==> src/rtl/nmix_tag_accum_if.sv <==
// Bus bundle between the nmix mixing stage / result consumer and the tag accumulator.
interface nmix_tag_accum_if #(
  parameter int WIDTH = 32
);
  logic             y_valid;
  logic             y_ready;
  logic [WIDTH-1:0] y_data;
  logic             y_last;
  logic [WIDTH-1:0] ref_tag;
  logic             ref_valid;
  logic [WIDTH-1:0] tag;
  logic             tag_valid;
  logic             tag_match;
  logic             err_len;
  logic             out_ack;

  modport master (
    output y_valid, y_data, y_last, ref_tag, ref_valid, out_ack,
    input  y_ready, tag, tag_valid, tag_match, err_len
  );

  modport slave (
    input  y_valid, y_data, y_last, ref_tag, ref_valid, out_ack,
    output y_ready, tag, tag_valid, tag_match, err_len
  );
endinterface

==> src/rtl/nmix_tag_accum.sv <==
// MAC tag accumulator: folds mixed words into a rotate/XOR accumulator, then
// emits a tag plus a compare against a received reference tag and holds it
// until the consumer acknowledges.
module nmix_tag_accum #(
  parameter int          WIDTH     = 32,
  parameter int          MAX_WORDS = 16,
  parameter int          ROT       = 5,
  parameter logic [31:0] IV        = 32'h0000_0001
) (
  input  logic             clk,
  input  logic             reset,
  nmix_tag_accum_if.slave  bus
);

  localparam int CW = $clog2(MAX_WORDS + 1);
  localparam int RS = ROT % WIDTH;
  localparam logic [WIDTH-1:0] IV_W = IV[WIDTH-1:0];

  typedef enum logic [1:0] {IDLE, ACCUM, FINAL, HOLD} state_t;

  state_t           state, state_next;
  logic [WIDTH-1:0] acc, acc_next;
  logic [CW-1:0]    count, count_next;
  logic [WIDTH-1:0] tag_reg, tag_next;
  logic             match_reg, match_next;
  logic             err_reg, err_next;
  logic             ref_seen, ref_seen_next;
  logic [WIDTH-1:0] ref_reg, ref_next;

  logic             transfer;
  logic [CW-1:0]    count_inc;
  logic [WIDTH-1:0] acc_step;
  logic [WIDTH-1:0] computed_tag;
  logic [WIDTH-1:0] cmp_ref;
  logic             cmp_seen;

  // Full-width circular left rotate.
  function automatic logic [WIDTH-1:0] rotl(input logic [WIDTH-1:0] v);
    if (RS == 0) return v;
    return (v << RS) | (v >> (WIDTH - RS));
  endfunction

  assign bus.y_ready   = (state == IDLE) || (state == ACCUM);
  assign bus.tag_valid = (state == HOLD);
  assign bus.tag       = tag_reg;
  assign bus.tag_match = match_reg;
  assign bus.err_len   = err_reg;

  assign transfer     = bus.y_valid && bus.y_ready;
  assign count_inc    = count + CW'(1);
  assign acc_step     = rotl(acc) ^ bus.y_data;
  assign computed_tag = acc + WIDTH'(count);
  // A reference arriving in the same cycle as FINAL must take part in the compare.
  assign cmp_ref      = bus.ref_valid ? bus.ref_tag : ref_reg;
  assign cmp_seen     = bus.ref_valid || ref_seen;

  // Next-state and datapath decode; every register holds unless a rule below fires.
  always_comb begin
    state_next    = state;
    acc_next      = acc;
    count_next    = count;
    tag_next      = tag_reg;
    match_next    = match_reg;
    err_next      = err_reg;
    ref_seen_next = ref_seen;
    ref_next      = ref_reg;

    if (state != HOLD && bus.ref_valid) begin
      ref_next      = bus.ref_tag;
      ref_seen_next = 1'b1;
    end

    case (state)
      IDLE: begin
        if (transfer) begin
          acc_next   = acc_step;
          count_next = CW'(1);
          state_next = bus.y_last ? FINAL : ACCUM;
        end
      end
      ACCUM: begin
        if (transfer) begin
          acc_next   = acc_step;
          count_next = count_inc;
          if (bus.y_last) begin
            state_next = FINAL;
          end else if (count_inc == CW'(MAX_WORDS)) begin
            err_next   = 1'b1;
            state_next = FINAL;
          end
        end
      end
      FINAL: begin
        tag_next   = computed_tag;
        match_next = cmp_seen && (cmp_ref == computed_tag) && !err_reg;
        state_next = HOLD;
      end
      HOLD: begin
        if (bus.out_ack) begin
          match_next    = 1'b0;
          err_next      = 1'b0;
          ref_seen_next = 1'b0;
          acc_next      = IV_W;
          count_next    = '0;
          state_next    = IDLE;
        end
      end
      default: state_next = IDLE;
    endcase
  end

  // State and datapath registers with asynchronous clear.
  always_ff @(posedge clk or negedge reset) begin
    if (!reset) begin
      state     <= IDLE;
      acc       <= IV_W;
      count     <= '0;
      tag_reg   <= '0;
      match_reg <= 1'b0;
      err_reg   <= 1'b0;
      ref_seen  <= 1'b0;
      ref_reg   <= '0;
    end else begin
      state     <= state_next;
      acc       <= acc_next;
      count     <= count_next;
      tag_reg   <= tag_next;
      match_reg <= match_next;
      err_reg   <= err_next;
      ref_seen  <= ref_seen_next;
      ref_reg   <= ref_next;
    end
  end

endmodule

==> src/flat_wrapper.sv <==
// flat-port wrapper written by rule: the top's interface ports become plain ports
module nmix_tag_accum_flat 
#(
  parameter int          WIDTH     = 32,
  parameter int          MAX_WORDS = 16,
  parameter int          ROT       = 5,
  parameter logic [31:0] IV        = 32'h0000_0001
)
  (clk, reset, bus_y_valid, bus_y_data, bus_y_last, bus_ref_tag, bus_ref_valid, bus_out_ack, bus_y_ready, bus_tag, bus_tag_valid, bus_tag_match, bus_err_len);
  nmix_tag_accum_if #(.WIDTH(WIDTH)) bus_i ();
  input  logic clk;
  input  logic reset;
  input wire logic [$bits(bus_i.y_valid)-1:0] bus_y_valid;
  input wire logic [$bits(bus_i.y_data)-1:0] bus_y_data;
  input wire logic [$bits(bus_i.y_last)-1:0] bus_y_last;
  input wire logic [$bits(bus_i.ref_tag)-1:0] bus_ref_tag;
  input wire logic [$bits(bus_i.ref_valid)-1:0] bus_ref_valid;
  input wire logic [$bits(bus_i.out_ack)-1:0] bus_out_ack;
  output wire logic [$bits(bus_i.y_ready)-1:0] bus_y_ready;
  output wire logic [$bits(bus_i.tag)-1:0] bus_tag;
  output wire logic [$bits(bus_i.tag_valid)-1:0] bus_tag_valid;
  output wire logic [$bits(bus_i.tag_match)-1:0] bus_tag_match;
  output wire logic [$bits(bus_i.err_len)-1:0] bus_err_len;
  assign bus_i.y_valid = bus_y_valid;
  assign bus_i.y_data = bus_y_data;
  assign bus_i.y_last = bus_y_last;
  assign bus_i.ref_tag = bus_ref_tag;
  assign bus_i.ref_valid = bus_ref_valid;
  assign bus_i.out_ack = bus_out_ack;
  assign bus_y_ready = bus_i.y_ready;
  assign bus_tag = bus_i.tag;
  assign bus_tag_valid = bus_i.tag_valid;
  assign bus_tag_match = bus_i.tag_match;
  assign bus_err_len = bus_i.err_len;
  nmix_tag_accum #(.WIDTH(WIDTH), .MAX_WORDS(MAX_WORDS), .ROT(ROT), .IV(IV)) u_core (.clk(clk), .reset(reset), .bus(bus_i));
endmodule
==> config.mk <==
export PLATFORM = sky130hd
export DESIGN_NAME = nmix_tag_accum_flat
export DESIGN_NICKNAME = d
export VERILOG_FILES = /design/src/rtl/nmix_tag_accum_if.sv /design/src/rtl/nmix_tag_accum.sv /design/src/flat_wrapper.sv
export SDC_FILE = /design/constraint.sdc
export NUM_CORES = 1
export LEC_CHECK = 0
export ABC_CLOCK_PERIOD_IN_PS = 5500
export CAP_MARGIN = 20
export CORE_MARGIN = 5
export CORE_UTILIZATION = 30
export DETAILED_ROUTE_END_ITERATION = 8
export HOLD_SLACK_MARGIN = 0.02
export PLACE_DENSITY = 0.61
export SLEW_MARGIN = 20
export SYNTH_ARGS = -nofsm -noshare
export SYNTH_HDL_FRONTEND = slang
export SYNTH_SLANG_ARGS = --single-unit
==> constraint.sdc <==
create_clock -name clk -period 5.5 [get_ports clk]
set_input_delay 0.825 -clock clk [delete_from_list [all_inputs] [get_ports clk]]
set_output_delay 0.825 -clock clk [all_outputs]
set_load 0.005 [all_outputs]
Word-level counts from Yosys, hierarchy flattened

Index checks and enable logic that the tools add are counted.
W data, S select, Z words.

$add $sub $neg: 2
Equal/unequal tests: 13
Mux-type cells: 24
Bitwise operators: 2
Reduce and logical (&&, ||, !) cells: 18

Operators by type and width:

| operator              | count |
|---|---|
| $mux W32              | 3 |
| $pmux W32 S2          | 1 |
| $add A32 B5 Y32       | 1 |
| $eq A32 B32 Y1        | 1 |
| $or A32 B5 Y32        | 1 |
| $xor A32 B32 Y32      | 1 |
| $mux W5               | 3 |
| $pmux W5 S3           | 1 |
| $mux W2               | 6 |
| $ne A2 B2 Y1 const B  | 4 |
| $pmux W2 S4           | 1 |
| $reduce_and A4 Y1     | 2 |
| $mux W1               | 7 |
| $ne A2 B1 Y1 const B  | 3 |
| $reduce_bool A2 Y1    | 3 |
| $add A5 B1 Y5 const B | 1 |
| $eq A5 B5 Y1 const B  | 1 |
| $reduce_and A5 Y1     | 1 |
| $eq A2 B2 Y1 const B  | 2 |
| $logic_and A1 B1 Y1   | 4 |
| $pmux W1 S2           | 2 |
| $ne A3 B3 Y1 const B  | 1 |
| $reduce_and A3 Y1     | 1 |
| $reduce_bool A3 Y1    | 1 |
| other kinds (6)       | 7 |

Flip-flop bits (word level): 106
Output and inout port bits: 36
Word-level logic and storage cells: 67

Depth between registers and ports, before layout

Depth after elaboration: 6
Gate-level depth with buffers: 11
Gate-level depth less buffers: 11

Worst setup path before layout

OpenSTA, ideal clock, no wires.

Kind: reg-to-reg
Start: register u_core.acc[0]
End: register u_core.match_reg, in the netlist u_core.bus.tag_match
Library setup time: 0.076 ns
Data arrival time: 3.171 ns
Slack: 2.252 ns
Stages on the path, launching flop included: 12
Buffers on the path: 0
Period minus slack after synthesis: 3.248 ns
Cells stage by stage: dfstp_2 ha_1 inv_1 fa_1 and2b_2 o2111ai_4 a2111oi_4 xnor2_1 xor2_1 a2111o_1 or4_1 o21ai_1

Cells in the longest elaborated chain, start to end: 5

Ends and longest elaborated chain:

| item                             | line                  | text |
|---|---|---|
| start: declaration               | nmix_tag_accum.sv:22  | `logic [WIDTH-1:0] acc, acc_next;` |
| start signal: assignment         | nmix_tag_accum.sv:125 | `acc <= acc_next;` |
| $add A32 B5 Y32                  | nmix_tag_accum.sv:52  | `assign computed_tag = acc + WIDTH'(count);` |
| $eq A32 B32 Y1                   | nmix_tag_accum.sv:95  | `match_next = cmp_seen && (cmp_ref == computed_tag) && !err_reg;` |
| $logic_and A1 B1 Y1 (2 in a row) | nmix_tag_accum.sv:95  |  |
| $pmux W1 S2                      | nmix_tag_accum.sv:73  | `case (state)` |
| end signal: assignment           | nmix_tag_accum.sv:128 | `match_reg <= match_next;` |
| end: declaration                 | nmix_tag_accum.sv:25  | `logic match_reg, match_next;` |

No other way between the ends.
A chain may end at the register's enable or synchronous reset.

Final worst setup path

Same ends and word-level chain as after synthesis.

==> qor.txt <==
io pins -> 106
design area -> 7690 sq um
multiplexer area fraction after synthesis -> 13.3%
Sw Share -> 39.0%
minimum clock period -> 3490 ps
CTS tree -> yes
CTS Hold Buffers Added -> 0
Power Dens Cells -> 522 nW/um^2
most common cell after layout, fill and taps aside -> dfrtp_1
Post-Syn Area -> 6070 sq um
final worst slack -> 2010 ps
DR pass1 iterations -> 4
critical path data arrival time -> 3780 ps
final setup vio count -> 0
number of global-route vias before repair -> 4582
compound-gate portion of the synthesized area -> 12.7%
RSZ-0062 raised after global routing -> false
Switch Pwr -> 1.57 mW
commonest cells after routing, fill and taps aside -> 105 x dfrtp_1, 103 x clkdlybuf4s50_1, 72 x xnor2_1
Yosys warning total -> 0
FP Rows -> 52
total length of routed wires -> 16.5 mm
initial antenna violation count -> 0
Hold Path Class -> reg2reg
cell taking the most area after synthesis -> dfrtp_1
max-cap viol count -> 0
Async SR Flop Fraction -> 100%
Yosys reg bits -> 106
DRC errors left -> 0
post-CTS sizing -> 0
CP Class -> reg2reg
Hold Slack -> 508 ps
syn nets -> 666
prevailing post-synth register cell -> dfrtp_1
gr usage total -> 14.3%
Final nets -> 750
max_slew headroom -> 31.3%
Logic pwr share -> 44.5%
Pint -> 2.45 mW
Area contributors post-synth -> dfrtp_1 43%, xnor2_1 10%, mux2_2 8.2%
Final period util -> 63.4%
adder-cell share of the synthesized area -> 2.60%
final hold vios -> 0
post-synthesis simple-gate area fraction -> 10.8%
max-slew violations -> 0
HPWL Detailed -> 12.7 mm
port bufs -> 105
register area -> 2650 sq um
area of the multi-input gates -> 3230 sq um
DR iter-0 viols -> 353
H-tree levels -> 3
Netlist cell types -> 51
placed inst area -> 7350 sq um
ANT cells -> 0
Synth Area in XOR/XNOR -> 13.6%
Routed WL per cell -> 17.5 um
Worst setup EP type -> flip-flop
Setup TNS Final -> 0 ps
total clock buffers created by CTS -> 9
Root Buffer -> clkbuf_16
clock latency on the worst-skew pair -> 360 ps
first-pass GRT wire length -> 26.3 mm
Seq/Total Area, Yosys -> 43.7%
largest net degree at the start of global routing -> 63
starting density of the core -> 30.2%
Worst setup SP type -> flip-flop
Least-Margin Pin Slew -> 1030 ps
largest family of logic cells by synthesized area -> XOR/XNOR gates
status -> completed
Die Wd -> 152 um
antenna-violating nets left -> 0
LEAKAGE -> 3.02 nW
overall power -> 4.02 mW
clk sink count -> 106
sequential fraction of design power -> 37.7%
DR vias/cell -> 4.86
CP Max Fanout -> 10
worst vdd ir -> 0.196 mV
power share of the clock group -> 17.9%
Clock Tree Buf Depth -> 2
die height -> 152 um
P&R area growth vs syn -> 26.7%
Post-CTS Setup Bufs -> 0
Post-synth EDFFs -> 0
Std-Cell Core Area -> 20100 sq um
fmax -> 287 MHz
filler cell count -> 1984
Req. time, crit path -> 5790 ps
Setup Skew -> 8.56 ps
share of layout cells above drive strength 1 -> 11.6%
Post-Syn Area per Cell -> 10.4 sq um
GPL Wtd Cong -> 0.863
Synth top area share -> 43.3%
Syn Inst Count -> 584
pre-CTS WS -> 2030 ps
vias post-DR -> 4586
full die area -> 23200 sq um
grt total ovfl -> 0
clock-pin slew on the worst setup and hold paths -> 70 ps
[worst max-delay path: stages, from the launching register on]
cell and delay [ps]:
dfstp_2 550, ha_1 160, inv_1 50, fa_1 380, and2b_2 270, o2111ai_4 230, a2111oi_4 430, xnor2_1 160
xor2_1 180, a2111o_1 400, or4_1 480, o21ai_1 130
[per-layer routing]
layer	global-route usage, %	up-vias	share of wire [%]
met1	21.1	2223	48
met5	0	-	0
met3	3.58	9	6.7
li1	-	2222	-
met4	3.21	0	1.1
met2	21.1	132	44
[power groups by stage]
stage               Combinational, mW  Sequential (mW)  Clock (mW)
CTS                              1.81             1.51       0.741
detailed placement               1.81             1.53           0
finish                           1.79             1.51       0.718
global route                     1.99             1.56       0.772
global placement                 1.79             1.52           0
floorplan                        1.26             1.35           0
[cell type report]
class                   count  share of cell area, %
clock inverters             6                   1.27
multi-input cells         429                   42.1
flip-flops and latches    106                   34.5
clock buffers              10                   3.11
well taps                 270                   4.39
repair buffers            110                   14.1
inverters                  12                  0.586
[kinds of logic (layout without fill, tap and decap cells)]
family | Yosys count | count (layout)
AO/OA/AOI/OAI | 111 | 111
XOR/XNOR | 93 | 93
adder cells (fa/ha/maj) | 12 | 12
buffers and inverters | 49 | 138
flip-flops | 106 | 106
multiplexers | 75 | 75
AND/OR/NAND/NOR | 138 | 138
[synthesized netlist by cell type (3+ instances only)]
library cell	number
and3_1	6
nand4_1	9
dfrtp_1	105
buf_1	5
o31ai_1	33
clkbuf_1	23
nor4_1	3
nand3_1	13
a211oi_1	11
a2111oi_0	4
nand2_1	60
inv_1	12
xor2_1	20
a21oi_1	34
xnor2_1	72
buf_2	8
mux2_2	44
mux2i_1	31
o21ai_0	13
nor2_1	30
a31oi_1	3
ha_1	11
[stage by stage]
stage          instances  utilization [%]
2_1_floorplan        584                -
3_3_place_gp         927             36.5
3_5_place_dp         927             36.5
4_1_cts              943             38.2
5_1_grt              943             38.2
6_report             943             38.2
[path summary, 6_finish.rpt]
check,startpoint,endpoint,slack [ps],cells after the start
max,u_core.acc[0],u_core.bus.tag_match,2010,11
max reg2reg,u_core.acc[0],u_core.bus.tag_match,2010,11
min in group asynchronous,reset,u_core.bus.err_len,520,1
min,u_core.ref_reg[6],u_core.ref_reg[6],510,1
max in group asynchronous,reset,u_core.ref_reg[18],3840,2
min reg2reg,u_core.ref_reg[6],u_core.ref_reg[6],510,1
Power figures use the tool's default switching activity.
